File: config.mk
export PLATFORM = sky130hd
export DESIGN_NAME = serial_subtractor
export DESIGN_NICKNAME = d
export VERILOG_FILES = /design/src/rtl/serial_sub_pkg.sv /design/src/rtl/full_subtractor.sv /design/src/rtl/serial_subtractor.sv
export SDC_FILE = /design/constraint.sdc
export NUM_CORES = 1
export LEC_CHECK = 0
export CAP_MARGIN = 20
export CORE_MARGIN = 5
export CORE_UTILIZATION = 45
export DETAILED_ROUTE_END_ITERATION = 8
export PLACE_DENSITY = 0.72
export SLEW_MARGIN = 15
export SYNTH_ARGS = -nofsm -noshare
export SYNTH_HDL_FRONTEND = slang
export SYNTH_SLANG_ARGS = --single-unit
File: constraint.sdc
create_clock -name clk -period 2 [get_ports clk]
set_input_delay 0.3 -clock clk [delete_from_list [all_inputs] [get_ports clk]]
set_output_delay 0.3 -clock clk [all_outputs]
set_load 0.005 [all_outputs]
File: src/rtl/serial_sub_pkg.sv
// Shared types and defaults for the bit-serial subtractor.
package serial_sub_pkg;

  typedef enum logic [1:0] {
    StIdle = 2'd0,
    StRun  = 2'd1,
    StDone = 2'd2
  } sub_state_t;

  localparam int unsigned DEFAULT_WIDTH = 8;

endpackage

File: src/rtl/full_subtractor.sv
// Single-bit full subtractor, same gate-level form as the adder cell.
module full_subtractor (
  input  logic x,
  input  logic y,
  input  logic bin,
  output logic d,
  output logic bout
);

  logic x_xor_y;

  assign x_xor_y = x ^ y;
  assign d       = x_xor_y ^ bin;
  // Borrow when x < y, or when the bits tie and a borrow is already pending.
  assign bout    = (~x & y) | (~x_xor_y & bin);

endmodule

File: src/rtl/serial_subtractor.sv
// Bit-serial a - b, LSB first, one full-subtractor cell plus a registered borrow.
module serial_subtractor
  import serial_sub_pkg::*;
#(
  parameter int unsigned WIDTH = DEFAULT_WIDTH
) (
  input  logic             clk,
  input  logic             rst,
  input  logic             in_valid,
  output logic             in_ready,
  input  logic [WIDTH-1:0] a,
  input  logic [WIDTH-1:0] b,
  output logic             out_valid,
  input  logic             out_ready,
  output logic [WIDTH-1:0] diff,
  output logic             bout,
  output logic             ovf
);

  localparam int unsigned CntW = (WIDTH > 1) ? $clog2(WIDTH) : 1;
  localparam logic [CntW-1:0] CntLast = CntW'(WIDTH - 1);

  sub_state_t       state_q;
  logic [WIDTH-1:0] a_q, b_q, res_q, res_d;
  logic [WIDTH-1:0] diff_q;
  logic [CntW-1:0]  cnt_q;
  logic             bor_q;
  logic             a_msb_q, b_msb_q;
  logic             bout_q, ovf_q, ovf_d;
  logic             in_ready_q, out_valid_q;
  logic             cell_d, cell_bout;

  full_subtractor u_cell (
    .x    (a_q[0]),
    .y    (b_q[0]),
    .bin  (bor_q),
    .d    (cell_d),
    .bout (cell_bout)
  );

  // Next result word and overflow flag from the current cell output.
  always_comb begin
    res_d = {cell_d, res_q[WIDTH-1:1]};
    // On the last bit cell_d is the result MSB.
    ovf_d = (a_msb_q != b_msb_q) && (cell_d != a_msb_q);
  end

  // Control FSM with datapath registers and registered outputs.
  always_ff @(posedge clk) begin
    if (rst) begin
      state_q     <= StIdle;
      a_q         <= '0;
      b_q         <= '0;
      res_q       <= '0;
      cnt_q       <= '0;
      bor_q       <= 1'b0;
      a_msb_q     <= 1'b0;
      b_msb_q     <= 1'b0;
      diff_q      <= '0;
      bout_q      <= 1'b0;
      ovf_q       <= 1'b0;
      in_ready_q  <= 1'b1;
      out_valid_q <= 1'b0;
    end else begin
      unique case (state_q)
        StIdle: begin
          if (in_valid && in_ready_q) begin
            a_q        <= a;
            b_q        <= b;
            a_msb_q    <= a[WIDTH-1];
            b_msb_q    <= b[WIDTH-1];
            bor_q      <= 1'b0;
            cnt_q      <= '0;
            in_ready_q <= 1'b0;
            state_q    <= StRun;
          end
        end
        StRun: begin
          res_q <= res_d;
          a_q   <= a_q >> 1;
          b_q   <= b_q >> 1;
          bor_q <= cell_bout;
          if (cnt_q == CntLast) begin
            diff_q      <= res_d;
            bout_q      <= cell_bout;
            ovf_q       <= ovf_d;
            out_valid_q <= 1'b1;
            state_q     <= StDone;
          end else begin
            cnt_q <= cnt_q + CntW'(1);
          end
        end
        StDone: begin
          if (out_ready) begin
            out_valid_q <= 1'b0;
            in_ready_q  <= 1'b1;
            state_q     <= StIdle;
          end
        end
        default: begin
          state_q <= StIdle;
        end
      endcase
    end
  end

  assign in_ready  = in_ready_q;
  assign out_valid = out_valid_q;
  assign diff      = diff_q;
  assign bout      = bout_q;
  assign ovf       = ovf_q;

endmodule

# After elaboration in Yosys (flattened, before gate mapping)
# Index checks and enable logic that the tools add are counted.
# op_classes
n_addsub,1
n_eq_ne,9
n_mux,18
n_bitwise,7
reduce_logical,13
# ops
cell,n
one-hot mux 8 bit (2 select lines),2
2-to-1 mux 8 bit,2
AND reduction 3 bit,4
!= test 2 bit (second input constant),4
2-to-1 mux 2 bit,3
2-to-1 mux 3 bit,2
one-hot mux 1 bit (2 select lines),3
one-hot mux 2 bit (3 select lines),1
one-hot mux 3 bit (2 select lines),1
AND reduction 2 bit,3
nonzero test 2 bit,3
2-to-1 mux 1 bit,4
adder 3 x 1 -> 3 bit (second input constant),1
equality test 3 bit (second input constant),1
bitwise AND 1 bit,2
equality test 2 x 1 -> 1 bit (second input constant),1
equality test 2 bit (second input constant),1
logical AND 1 bit,2
zero test 2 bit,1
!= test 1 bit,2
NOT 1 bit,2
bitwise XOR 1 bit,2
bitwise OR 1 bit,1
# totals
regBits,44
out_inout_bits,12
word_cells,61

# Depth between registers and ports, before layout
# logic_depth
ltp_word,5
depth_mapped,6

# Hierarchy
# A second synthesis with hierarchy kept.
# unflattened
cells_unflattened,205
hier_area_um2,1969.4
# modules_own_cells
mod,instances,cells_each,area_each_um2,seq_area_each_um2
serial_subtractor,1,201,1938.1,860.8
full_subtractor,1,4,31.3,0.0

# Least setup slack after synthesis
# No wires, ideal clock.
# synth_timing
path_type,flip-flop to flip-flop
startpoint,reg cnt_q[0]
endpoint,reg cnt_q[1]
arrival_time_ns,1.326
required_time_ns,1.868
slack_ns,0.542
path_stages_with_launch,6
cell_sequence,dfxtp_1 ha_1 ha_1 or3b_2 nand3_1 a21oi_1
# synth_via
elab_chain_cells,3
word_cells_on_any_way,6
cone_classes,add/sub: 1; eq/ne: 2; mux: 2; reduce/logical: 1
# synth_lines
item,line,text
"start, declared",serial_subtractor.sv:26,logic [CntW-1:0] cnt_q;
"start signal, assigned",serial_subtractor.sv:90,cnt_q <= cnt_q + CntW'(1);
adder 3 x 1 -> 3 bit or equality test 3 bit (tied branches),"serial_subtractor.sv:90, serial_subtractor.sv:83",
2-to-1 mux 3 bit or != test 2 bit (tied branches),--,
one-hot mux 3 bit (2 select lines) or AND reduction 3 bit (tied branches),--,
# Parallel ways exist; a longest one is shown, timed or not. The select of a mux whose other input is x is not followed.
# A chain may end at the register's enable or synchronous reset.

# Worst setup path in the final report
# layout_timing
startpoint,"reg in_ready_q, in the netlist in_ready"
endpoint,out in_ready
# layout_lines
item,line,text
"start, declared",serial_subtractor.sv:30,"logic in_ready_q, out_valid_q;"
"start signal, assigned",serial_subtractor.sv:62,in_ready_q <= 1'b1;
"start signal, assigned",serial_subtractor.sv:74,in_ready_q <= 1'b0;
"start signal, assigned",serial_subtractor.sv:96,in_ready_q <= 1'b1;
"end, declared",serial_subtractor.sv:10,"output logic in_ready,"
# No word-level cell between the ends.

==> flow_summary.toml <==
[timing]
skew_ns = 0.01040
worst_pin_slew_ns = 0.4280
finalMaxSlewViolations = 0
fin_ws_ns = 0.3863
rsz0062_at_grt = "false"
period_minus_slack_ns = 1.614
setup_violations = 0
max_freq_mhz = 619.7
finalHoldViolations = 0
tns_ns = 0
whs_ns = 0.4561
relSlewSlack_pct = 71.47
finalCritPeriodShare_pct = 80.68

[drt]
dr.pass1.iters = 4
viasPerCell = 5.399
first_iter_violations = 90
drc = 0
detail_route.wl_per_cell_um = 14.07
via_count = 1544
ant_nets = 0
drt_wl_total_um = 4023

[placed_design]
hpwl_um = 2724
place_inst = 278
post_dp_cell_area_um2 = 2282
dp_slack_ns = 0.3860
gp_congestion = 0.6892
port_buffers = 31

[outcome]
outcome = "finished, final reports clean"

[worst_setup_path]
cp_max_fo = 7
crit_path_start_kind = "register"
crit_family = "buffers and inverters"
crit_type = "register to primary output"
crit_chain = "clkdlybuf4s50_1"
cpMaxStageDelayCell = "clkdlybuf4s50_1"
required_ns = 1.70
cp_num_buf_inv = 1
critPathArrivalTime_ns = 1.31
cp-end-kind = "primary output"
max_stage_delay_ns = 0.56

[yosys]
ys_warn_count = 0
synth_cell_types = 34
avgSynthCellArea_um2 = 9.396
yosys.area.top_type_share_pct = 44.47
syn-num-nets = 230
synth_ff_type = "dfxtp_1"
ys_top_cells_by_count = "dfxtp_1 (43), nand2_1 (39), a21oi_1 (28), o21bai_1 (13), o311a_1 (13)"
synth_cells = 206
async_reset_ff_share_pct = 0
synth.most_common_cell = "dfxtp_1"
yosys-top-cells-area = "dfxtp_1 (44%), mux2_4 (7.8%), nand2_1 (7.6%)"
yosysSeqAreaShare_pct = 44.47
syn_area_um2 = 1936
synth_edf_count = 0
ys_seq_elements = 43
synth_area_leader_cell = "dfxtp_1"

[final_layout]
fin_area_um2 = 2367
final_nets = 259
utilization_pct = 57.93
drive_gt1_share_pct = 12.29
diodes = 0
fillerInstances = 391
area_growth_pct = 22.30
final_cells = 286

[floorplan]
die_area_um2 = 5713
die_w_um = 75.59
rows = 23
fp.dieH_um = 75.59
coreArea_um2 = 4086
num_io_pins = 32
initial_core_util_pct = 47.37

[clock_network]
cts_resized = 0
cts_setup_buffers = 0
cts.sinks = 43
clockRootBuffer = "clkbuf_8"
clockBufferDepth = 2
postCtsHoldBufs = 0
cts_max_level = 2
insertion_delay_ns = 0.29
cts_tree = "done"
path_clk_slew_ns = 0.08
numCtsBuffers = 5

[power_and_ir_drop]
peakVddDrop_mv = 0.5804
p_leak_nw = 0.9192
power_mw = 1.776
pwr_density_cell_nw_per_um2 = 750.1

[global_routing]
grt_overflow = 0
grt_usage_pct = 15.21
grt_pass1_vias = 1450
antenna_found_initial = 0
grt_max_degree = 41
grt_pass1_wl_um = 6596

[min_path]
hold_class = "register to register"

[job]
maxCapViolations = 0
[cells in the final DEF, fill, tap and decap left out, types with 2 or more instances in the layout]
cell type,count
ha_1,3
nor2_1,6
dfxtp_1,43
buf_4,7
clkdlybuf4s50_1,31
inv_1,3
o311a_1,13
o21ai_0,4
mux2_2,2
nand2b_1,4
o21bai_1,13
clkbuf_8,5
nor2b_1,2
nand3_1,3
and3b_1,2
mux2_4,10
nand2_1,39
a21oi_1,27
[where the power goes]
group	internal (mW)	switching, mW
Combinational	0.167	0.131
Sequential	0.905	0.0308
Clock	0.244	0.298
Total	1.32	0.460
[worst paths after layout]
check                              start  endpoint  slack [ns]  cells after the start
worst max register to register  cnt_q[0]  cnt_q[2]        0.43                      5
worst min register to register   diff[5]   diff[5]        0.46                      2
worst min-delay path             diff[5]   diff[5]        0.46                      2
worst max-delay path            in_ready  in_ready        0.39                      1
[logic make-up after synthesis]
kind of cell	share of synthesized area (%)
AOI/OAI and AO/OA	22.50
adders and majority gates	2.974
buffers and inverters	4.848
DFF	44.47
muxes	9.502
and+or+nand+nor	15.71
[metal layers]
| metal | global-route usage [%] | vias up | routed length, um |
|---|---|---|---|
| li1 | - | 788 | - |
| met1 | 19.00 | 726 | 1820 |
| met2 | 25.31 | 23 | 2003 |
| met3 | 3.298 | 7 | 136 |
| met4 | 6.408 | 0 | 61 |
| met5 | 0 | - | 0 |
[area by class of cell]
type | count | area (um^2) | share of cell area, %
timing repair buffer | 38 | 362.8 | 15.33
clock inverter | 2 | 12.51 | 0.5285
multi-input combinational | 144 | 984.7 | 41.60
tap | 50 | 62.56 | 2.643
inverter | 3 | 11.26 | 0.4757
sequential | 43 | 860.8 | 36.36
clock buffer | 6 | 72.57 | 3.066
[registers in the layout (all words and copies together), names as in the netlist]
| signal | flops |
|---|---|
| a_msb_q | 1 |
| a_q | 8 |
| b_msb_q | 1 |
| b_q | 8 |
| bor_q | 1 |
| bout | 1 |
| cnt_q | 3 |
| diff | 8 |
| in_ready | 1 |
| out_valid | 1 |
| ovf | 1 |
| res_q | 7 |
| state_q | 2 |
No activity file was read; power rests on OpenSTA's default activity.
